===== config.mk =====
export PLATFORM = sky130hd
export DESIGN_NAME = alsu_result_tx
export DESIGN_NICKNAME = d
export VERILOG_FILES = /design/src/rtl/alsu_result_tx.sv
export SDC_FILE = /design/constraint.sdc
export NUM_CORES = 1
export LEC_CHECK = 0
export ABC_CLOCK_PERIOD_IN_PS = 7800
export BUFFER_PORTS_ARGS = -buffer_cell sky130_fd_sc_hd__clkbuf_2
export CORE_MARGIN = 2
export CORE_UTILIZATION = 68
export CTS_BUF_LIST = sky130_fd_sc_hd__clkbuf_8
export DETAILED_ROUTE_END_ITERATION = 12
export HOLD_SLACK_MARGIN = 0.12
export MAX_ROUTING_LAYER = met4
export PLACE_DENSITY = 0.95
export SYNTH_ARGS = -nofsm -noshare
export SYNTH_HDL_FRONTEND = slang
export SYNTH_SLANG_ARGS = --single-unit

===== constraint.sdc =====
create_clock -name i_clk -period 7.8 [get_ports i_clk]
set_input_delay 1.56 -clock i_clk [delete_from_list [all_inputs] [get_ports i_clk]]
set_output_delay 1.56 -clock i_clk [all_outputs]
set_load 0.02 [all_outputs]

===== src/rtl/alsu_result_tx.sv =====
// alsu_result_tx: captures deduplicated ALSU results into a small FIFO and
// drains them onto a UART-style serial line (start, 6 data LSB-first,
// even parity, stop). Each serial bit lasts CLKS_PER_BIT clocks.
module alsu_result_tx #(
  parameter int DEPTH        = 8,
  parameter int CLKS_PER_BIT = 4
) (
  input  logic                     i_clk,
  input  logic                     i_rst,
  input  logic                     i_alsu_valid,
  input  logic [5:0]               i_alsu_out,
  input  logic                     i_tx_en,
  output logic                     o_tx,
  output logic                     o_tx_busy,
  output logic [$clog2(DEPTH):0]   o_fifo_count,
  output logic                     o_overflow
);

  localparam int AW = $clog2(DEPTH);
  localparam int CW = AW + 1;
  localparam int DW = (CLKS_PER_BIT > 1) ? $clog2(CLKS_PER_BIT) : 1;

  localparam logic [DW-1:0] DIV_LAST   = DW'(CLKS_PER_BIT - 1);
  localparam logic [CW-1:0] COUNT_FULL = CW'(DEPTH);
  localparam logic [2:0]    LAST_BIT   = 3'd5;

  localparam logic [2:0] S_IDLE   = 3'd0;
  localparam logic [2:0] S_START  = 3'd1;
  localparam logic [2:0] S_DATA   = 3'd2;
  localparam logic [2:0] S_PARITY = 3'd3;
  localparam logic [2:0] S_STOP   = 3'd4;

  // Even parity bit: makes the total number of ones (data + parity) even.
  function automatic logic even_parity(input logic [5:0] d);
    return ^d;
  endfunction

  // Capture / dedupe registers
  logic             r_valid_d;
  logic [5:0]       r_last_out;

  // FIFO storage and bookkeeping
  logic [5:0]       r_mem [DEPTH];
  logic [AW-1:0]    r_wr_ptr;
  logic [AW-1:0]    r_rd_ptr;
  logic [CW-1:0]    r_count;
  logic             r_overflow;

  // Serializer state
  logic [2:0]       r_state;
  logic [DW-1:0]    r_div_cnt;
  logic [2:0]       r_bit_cnt;
  logic [5:0]       r_shift;
  logic             r_parity;
  logic             r_tx;
  logic             r_busy;

  // Combinational helpers
  logic             w_push;
  logic             w_full;
  logic             w_wr_en;
  logic             w_pop;
  logic             w_can_start;
  logic             w_div_last;
  logic [5:0]       w_head;
  logic [2:0]       w_state_next;
  logic [DW-1:0]    w_div_next;
  logic [2:0]       w_bit_next;
  logic [5:0]       w_shift_next;
  logic             w_parity_next;
  logic             w_tx_next;

  // A result is new when valid rises, or the value changes while valid stays high.
  assign w_push      = i_alsu_valid && (!r_valid_d || (i_alsu_out != r_last_out));
  assign w_full      = (r_count == COUNT_FULL);
  // A pop on the same edge frees a slot, so a push into a full FIFO still lands.
  assign w_wr_en     = w_push && (!w_full || w_pop);
  assign w_can_start = (r_count != {CW{1'b0}}) && i_tx_en;
  assign w_div_last  = (r_div_cnt == DIV_LAST);
  assign w_head      = r_mem[r_rd_ptr];

  assign o_tx         = r_tx;
  assign o_tx_busy    = r_busy;
  assign o_fifo_count = r_count;
  assign o_overflow   = r_overflow;

  // Track previous valid/value for the dedupe comparison.
  always_ff @(posedge i_clk or posedge i_rst) begin
    if (i_rst) begin
      r_valid_d  <= 1'b0;
      r_last_out <= 6'd0;
    end else begin
      r_valid_d  <= i_alsu_valid;
      r_last_out <= i_alsu_out;
    end
  end

  // FIFO storage write; contents are don't-care until written, so no reset.
  always_ff @(posedge i_clk) begin
    if (w_wr_en) begin
      r_mem[r_wr_ptr] <= i_alsu_out;
    end
  end

  // FIFO pointers, occupancy and sticky overflow flag.
  always_ff @(posedge i_clk or posedge i_rst) begin
    if (i_rst) begin
      r_wr_ptr   <= {AW{1'b0}};
      r_rd_ptr   <= {AW{1'b0}};
      r_count    <= {CW{1'b0}};
      r_overflow <= 1'b0;
    end else begin
      if (w_wr_en) begin
        r_wr_ptr <= r_wr_ptr + AW'(1);
      end
      if (w_pop) begin
        r_rd_ptr <= r_rd_ptr + AW'(1);
      end
      case ({w_wr_en, w_pop})
        2'b10:   r_count <= r_count + CW'(1);
        2'b01:   r_count <= r_count - CW'(1);
        default: r_count <= r_count;
      endcase
      if (w_push && w_full && !w_pop) begin
        r_overflow <= 1'b1;
      end
    end
  end

  // Next-state logic for the serializer, including pop decisions.
  always_comb begin
    w_state_next  = r_state;
    w_div_next    = r_div_cnt;
    w_bit_next    = r_bit_cnt;
    w_shift_next  = r_shift;
    w_parity_next = r_parity;
    w_pop         = 1'b0;
    case (r_state)
      S_IDLE: begin
        w_div_next = {DW{1'b0}};
        if (w_can_start) begin
          w_pop         = 1'b1;
          w_shift_next  = w_head;
          w_parity_next = even_parity(w_head);
          w_state_next  = S_START;
        end else begin
          w_state_next  = S_IDLE;
        end
      end
      S_START: begin
        if (w_div_last) begin
          w_div_next   = {DW{1'b0}};
          w_bit_next   = 3'd0;
          w_state_next = S_DATA;
        end else begin
          w_div_next   = r_div_cnt + DW'(1);
        end
      end
      S_DATA: begin
        if (w_div_last) begin
          w_div_next   = {DW{1'b0}};
          w_shift_next = {1'b0, r_shift[5:1]};
          if (r_bit_cnt == LAST_BIT) begin
            w_bit_next   = 3'd0;
            w_state_next = S_PARITY;
          end else begin
            w_bit_next   = r_bit_cnt + 3'd1;
          end
        end else begin
          w_div_next   = r_div_cnt + DW'(1);
        end
      end
      S_PARITY: begin
        if (w_div_last) begin
          w_div_next   = {DW{1'b0}};
          w_state_next = S_STOP;
        end else begin
          w_div_next   = r_div_cnt + DW'(1);
        end
      end
      S_STOP: begin
        if (w_div_last) begin
          w_div_next = {DW{1'b0}};
          // Back-to-back: chain straight into the next start bit.
          if (w_can_start) begin
            w_pop         = 1'b1;
            w_shift_next  = w_head;
            w_parity_next = even_parity(w_head);
            w_state_next  = S_START;
          end else begin
            w_state_next  = S_IDLE;
          end
        end else begin
          w_div_next = r_div_cnt + DW'(1);
        end
      end
      default: begin
        w_state_next = S_IDLE;
        w_div_next   = {DW{1'b0}};
        w_bit_next   = 3'd0;
      end
    endcase
  end

  // Line level for the upcoming cycle, so tx itself can be a register.
  always_comb begin
    w_tx_next = 1'b1;
    case (w_state_next)
      S_IDLE:   w_tx_next = 1'b1;
      S_START:  w_tx_next = 1'b0;
      S_DATA:   w_tx_next = w_shift_next[0];
      S_PARITY: w_tx_next = w_parity_next;
      S_STOP:   w_tx_next = 1'b1;
      default:  w_tx_next = 1'b1;
    endcase
  end

  // Serializer state and registered line outputs.
  always_ff @(posedge i_clk or posedge i_rst) begin
    if (i_rst) begin
      r_state   <= S_IDLE;
      r_div_cnt <= {DW{1'b0}};
      r_bit_cnt <= 3'd0;
      r_shift   <= 6'd0;
      r_parity  <= 1'b0;
      r_tx      <= 1'b1;
      r_busy    <= 1'b0;
    end else begin
      r_state   <= w_state_next;
      r_div_cnt <= w_div_next;
      r_bit_cnt <= w_bit_next;
      r_shift   <= w_shift_next;
      r_parity  <= w_parity_next;
      r_tx      <= w_tx_next;
      r_busy    <= (w_state_next != S_IDLE);
    end
  end

endmodule

## After elaboration in Yosys (flattened, before gate mapping)

Memories as Yosys holds them, arrays and structs flattened.
Index checks and enable logic that the tools add are counted.

| operators by class | value |
|---|---|
| multiplexer cells | 27 |
| reduce and logical (&&, ||, !) cells | 20 |
| bitwise logic cells | 1 |
| $add $sub $neg | 6 |
| equal/unequal tests | 16 |

Operators by type and width:

| cell | count |
|---|---|
| $mux W3 | 8 |
| $mux W6 | 3 |
| $pmux W6 S3 | 1 |
| $pmux W3 S5 | 1 |
| $eq A3 B2 Y1 const B | 4 |
| $add A3 B1 Y3 const B | 3 |
| $pmux W3 S3 | 1 |
| $pmux W4 S2 | 1 |
| $mux W1 | 7 |
| $eq A3 B1 Y1 const B | 2 |
| $eq A3 B3 Y1 const B | 2 |
| $ne A2 B2 Y1 const B | 3 |
| $ne A6 B6 Y1 | 1 |
| $reduce_and A3 Y1 | 2 |
| $reduce_bool A3 Y1 | 2 |
| $reduce_xor A6 Y1 | 1 |
| $logic_and A1 B1 Y1 | 5 |
| $add A4 B1 Y4 const B | 1 |
| $eq A2 B2 Y1 const B | 2 |
| $eq A4 B4 Y1 const B | 1 |
| $mux W2 | 2 |
| $pmux W1 S2 | 2 |
| $reduce_bool A4 Y1 | 1 |
| $reduce_or A4 Y1 | 1 |
| other kinds (10) | 13 |

| storage, ports and cells | value |
|---|---|
| output and inout bits | 7 |
| memories | 1 |
| bits in writable memories | 48 |
| register bits | 35 |
| word-level logic and storage cells | 85 |
| input port bits | 10 |

Memory list:

| name | words | width | rd ports | clocked after Yosys merged registers in | wr ports | RTL line | RTL |
|---|---|---|---|---|---|---|---|
| r_mem | 8 | 6 | 1 | 0 | 1 | 43 | `logic [5:0] r_mem [DEPTH];` |

## Depth between registers and ports, before layout

| depth | value |
|---|---|
| depth in word-level cells | 9 |
| depth in mapped cells | 12 |

## Least setup slack after synthesis

Ideal clock, no wire load.

| timing | value |
|---|---|
| path kind | input port to flip-flop |
| from | input i_tx_en |
| to | memory r_mem[5][0], enable pin |
| required time | 7.422 ns |
| buffers on the path | 0 |
| stages on the path | 5 |
| slack | 4.204 ns |
| arrival time | 3.218 ns |
| path through | o41ai_1 > nor4_1 > o21ai_0 > or2_2 > nor3b_1 |

| on the way | value |
|---|---|
| cells in the longest elaborated chain, start to end | 8 |

Ends and longest elaborated chain:

| what | RTL line | RTL |
|---|---|---|
| start, declared | 12 | `input logic i_tx_en,` |
| $logic_and A1 B1 Y1 * | 78 | `assign w_can_start = (r_count != {CW{1'b0}}) && i_tx_en;` |
| $mux W1 * | 141, 185 |  |
| $mux W1 | 182 | `if (w_div_last) begin` |
| $pmux W1 S2 * | 138 | `case (r_state)` |
| $logic_or A1 B1 Y1 * | 77 | `assign w_wr_en = w_push && (!w_full \|\| w_pop);` |
| $logic_and A1 B1 Y1 * | 77 |  |
| $mux W1 * | 100 | `if (w_wr_en) begin` |
| $mux W1 (implied by the code) * | 101 | `r_mem[r_wr_ptr] <= i_alsu_out;` |
| end, declared | 43 |  |

Every way passes the cells marked *; elsewhere a longest branch is shown, timed or not.

## Worst setup path in the final report

| timing | value |
|---|---|
| from | input i_tx_en |
| to | memory r_mem[5][1], enable pin |

The elaborated chain is that of the path after synthesis.

==> metrics.txt <==
non-filler cells, final=335; Setup TNS Final=0 ns; Netlist Area Pre-Place=3585 sq um; drt wl/cell=18.01 um; Worst Reg-to-Reg Cells=6; Max Root-Sink Buffers=2; Lkg Pwr=approximately 1.5 nW; ant diodes=0; M1 WL=2410 um; die width=around 77 um; Critical Path Start Type=input port; Die Ht=76.61 um; worst min-delay path class=flop to flop; later-pin clock latency in the skew report=about 0.34 ns; status=finished clean; max-slew violations=0; layout cells sized above 1=15.85%; Routed Antenna Nets=0; Die Area=5868 sq um; MaxCap Viol Count=0; Hold Slack=between 0.4 and 0.5 ns; initial core utilization=70.19%; CP cell instances=clkbuf_2 > o41ai_1 > nor4_1 > o21ai_0 > or2_2 > nor3b_1; DR WL met3=between 200 and 300 um; final hold vios=0; Vias=2,020; H-tree depth=3; Inst Count DP=~320; post-CTS setup buffer count=0; area of the multi-input gates=~1200 sq um; Max stage delay on crit path=0.78 ns; synthesis-stage register bit count=83; Yosys Warn Count=0; Distinct cells, synth=47; first-pass GRT wire length=a little over 10,000 um; Mapped Nets=257; worst slew pin tran=0.9465 ns; root buffer cell=clkbuf_8; area delta synth->final=9.703%; Post-synth EDFFs=48; pin count of the biggest net entering global routing=36; met2 wire len=3257 um; DR vias/cell=6.030; GR Overflow Total=0; DRC violations left=0; sequential share of the synthesized area=64.68%; Critical Path Sink Type=flop; Final period util=49.86%; Reg clk slew, reported paths=0.08 ns; fill count=300; Top FF cell, synth=edfxtp_1; pwr dens=381.0 nW/um^2; Finished Core Util=77.00%; FF/Latch Area=2318 sq um; gr usage total=23.93%; Arrival @ worst endpoint=3.85 ns; final setup margin=3.911 ns; syn_area_per_cell=approximately 15 sq um; row cnt=26; most common cell after layout, fill and taps aside=edfxtp_1; I/O pins=17; Syn Inst Count=241; Core ar.=5107 sq um; Routed WL=6033 um; Max Fclk=about 260 MHz; worst vdd ir=0.0002689 V; post-cts gate resize count=0; min Tclk post-route=3.889 ns; CTS buffer count=9; Final Setup Violations=0; Worst Clk Skew=0.007095 ns; RSZ-0062 raised after global routing=false; most frequent cells in the layout=edfxtp_1 (48), dfrtp_1 (34), nand2_1 (18); worst slack, placed=around 3.6 ns; Critical Path RT=7.77 ns; initial antenna violation count=0; Sink Count=83; CTS tree=yes; hold path depth=1; First DRT Iteration DRCs=104; TritonRoute pass-1 iters=4; async set or reset register ratio after synthesis=42.17%; slowest library cell on the worst path=nor3b_1; Top Layer Used=met4; port bufs=16; crit path max fanout=6; cts hold-fix bufs=0; Crit Path Category=input port to flop; post-DP HPWL=4296 um; relative slew slack=36.76%; Final #Nets=276; number of global-route vias before repair=2,116; GPL Wtd Cong=approximately 0.76
## routing by layer
metal  GRT usage [%]  vias to the layer above
met3           7.346                        8
li1                -                      941
met2           39.20                       68
met5               -                        -
met1           28.15                     1003
met4           9.091                        0
## cells in the mapped netlist, types with 2 or more instances
master | n | share of area (%)
a21oi_1 | 6 | 0.84
buf_1 | 2 | 0.21
clkbuf_1 | 5 | 0.52
dfrtp_1 | 34 | 24
edfxtp_1 | 48 | 40
ha_1 | 5 | 1.7
inv_1 | 10 | 1.0
mux2_2 | 4 | 1.3
mux2i_1 | 7 | 2.0
mux4_1 | 11 | 8.1
nand2_1 | 18 | 1.9
nand2b_1 | 5 | 0.87
nand3_1 | 6 | 0.84
nor2_1 | 14 | 1.5
nor2b_1 | 3 | 0.52
nor3_1 | 5 | 0.70
nor3b_1 | 2 | 0.42
o211ai_1 | 4 | 0.84
o21ai_0 | 5 | 0.70
o22ai_1 | 2 | 0.35
or2_2 | 2 | 0.35
or3_1 | 2 | 0.35
xnor2_1 | 13 | 3.2
xor2_1 | 5 | 1.2
## logic make-up after synthesis
kind of cell	count (synthesis)	synth area share, %
muxes	23	11.90
DFF	83	64.68
adders and majority gates	6	2.304
and+or+nand+nor	63	8.552
buffers and inverters	19	2.234
AOI/OAI and AO/OA	28	5.306
xor gates and xnor gates	19	5.026
## worst paths after layout
path	slack, ns	from	end
setup / recovery	3.91	i_tx_en	r_mem[5][1]
min in group asynchronous	1.29	i_rst	r_div_cnt[0]
setup reg to reg	4.52	r_div_cnt[0]	r_mem[5][1]
max in group asynchronous	6.18	i_rst	o_tx
hold / removal	0.45	r_div_cnt[0]	r_div_cnt[0]
hold reg to reg	0.45	r_div_cnt[0]	r_div_cnt[0]
## power breakdown
group          switching, W  leakage [nW]  internal, W
Sequential         0.000107         0.858     0.000573
Clock              0.000150         0.109     0.000180
Combinational      0.000244         0.562     0.000246
Total              0.000500          1.53     0.000998
## stage by stage
step	power, W	instance area (sq um)
CTS	0.001509	3933
detailed placement	0.001179	3717
global placement	0.001137	3717
finish	0.001498	3933
floorplan	0.001058	3585
global route	0.001591	3933
## worst max-delay path: cells and delay by family
kind | cells | cell delay (ns)
buf+inv | 1 | 0.08
simple gates | 3 | 1.72
compound gates | 2 | 0.50
## flip-flops by register name (all words and copies together) (netlist names)
register / cells
o_tx_busy: 1
r_state: 3
r_valid_d: 1
o_overflow: 1
r_last_out: 6
o_tx: 1
r_wr_ptr: 3
r_bit_cnt: 3
r_div_cnt: 2
r_shift: 6
r_mem: 48
r_parity: 1
r_rd_ptr: 3
o_fifo_count: 4
## final cells by class
type / count / share of cell area [%]
Timing Repair Buffer: 17 / 2.227
Inverter: 10 / 0.9545
Multi-Input combinational cell: 139 / 30.16
Tap cell: 70 / 2.227
Clock buffer: 9 / 3.150
Clock inverter: 7 / 2.323
Sequential cell: 83 / 58.96
Note: power is estimated with default switching activity, not from simulation.
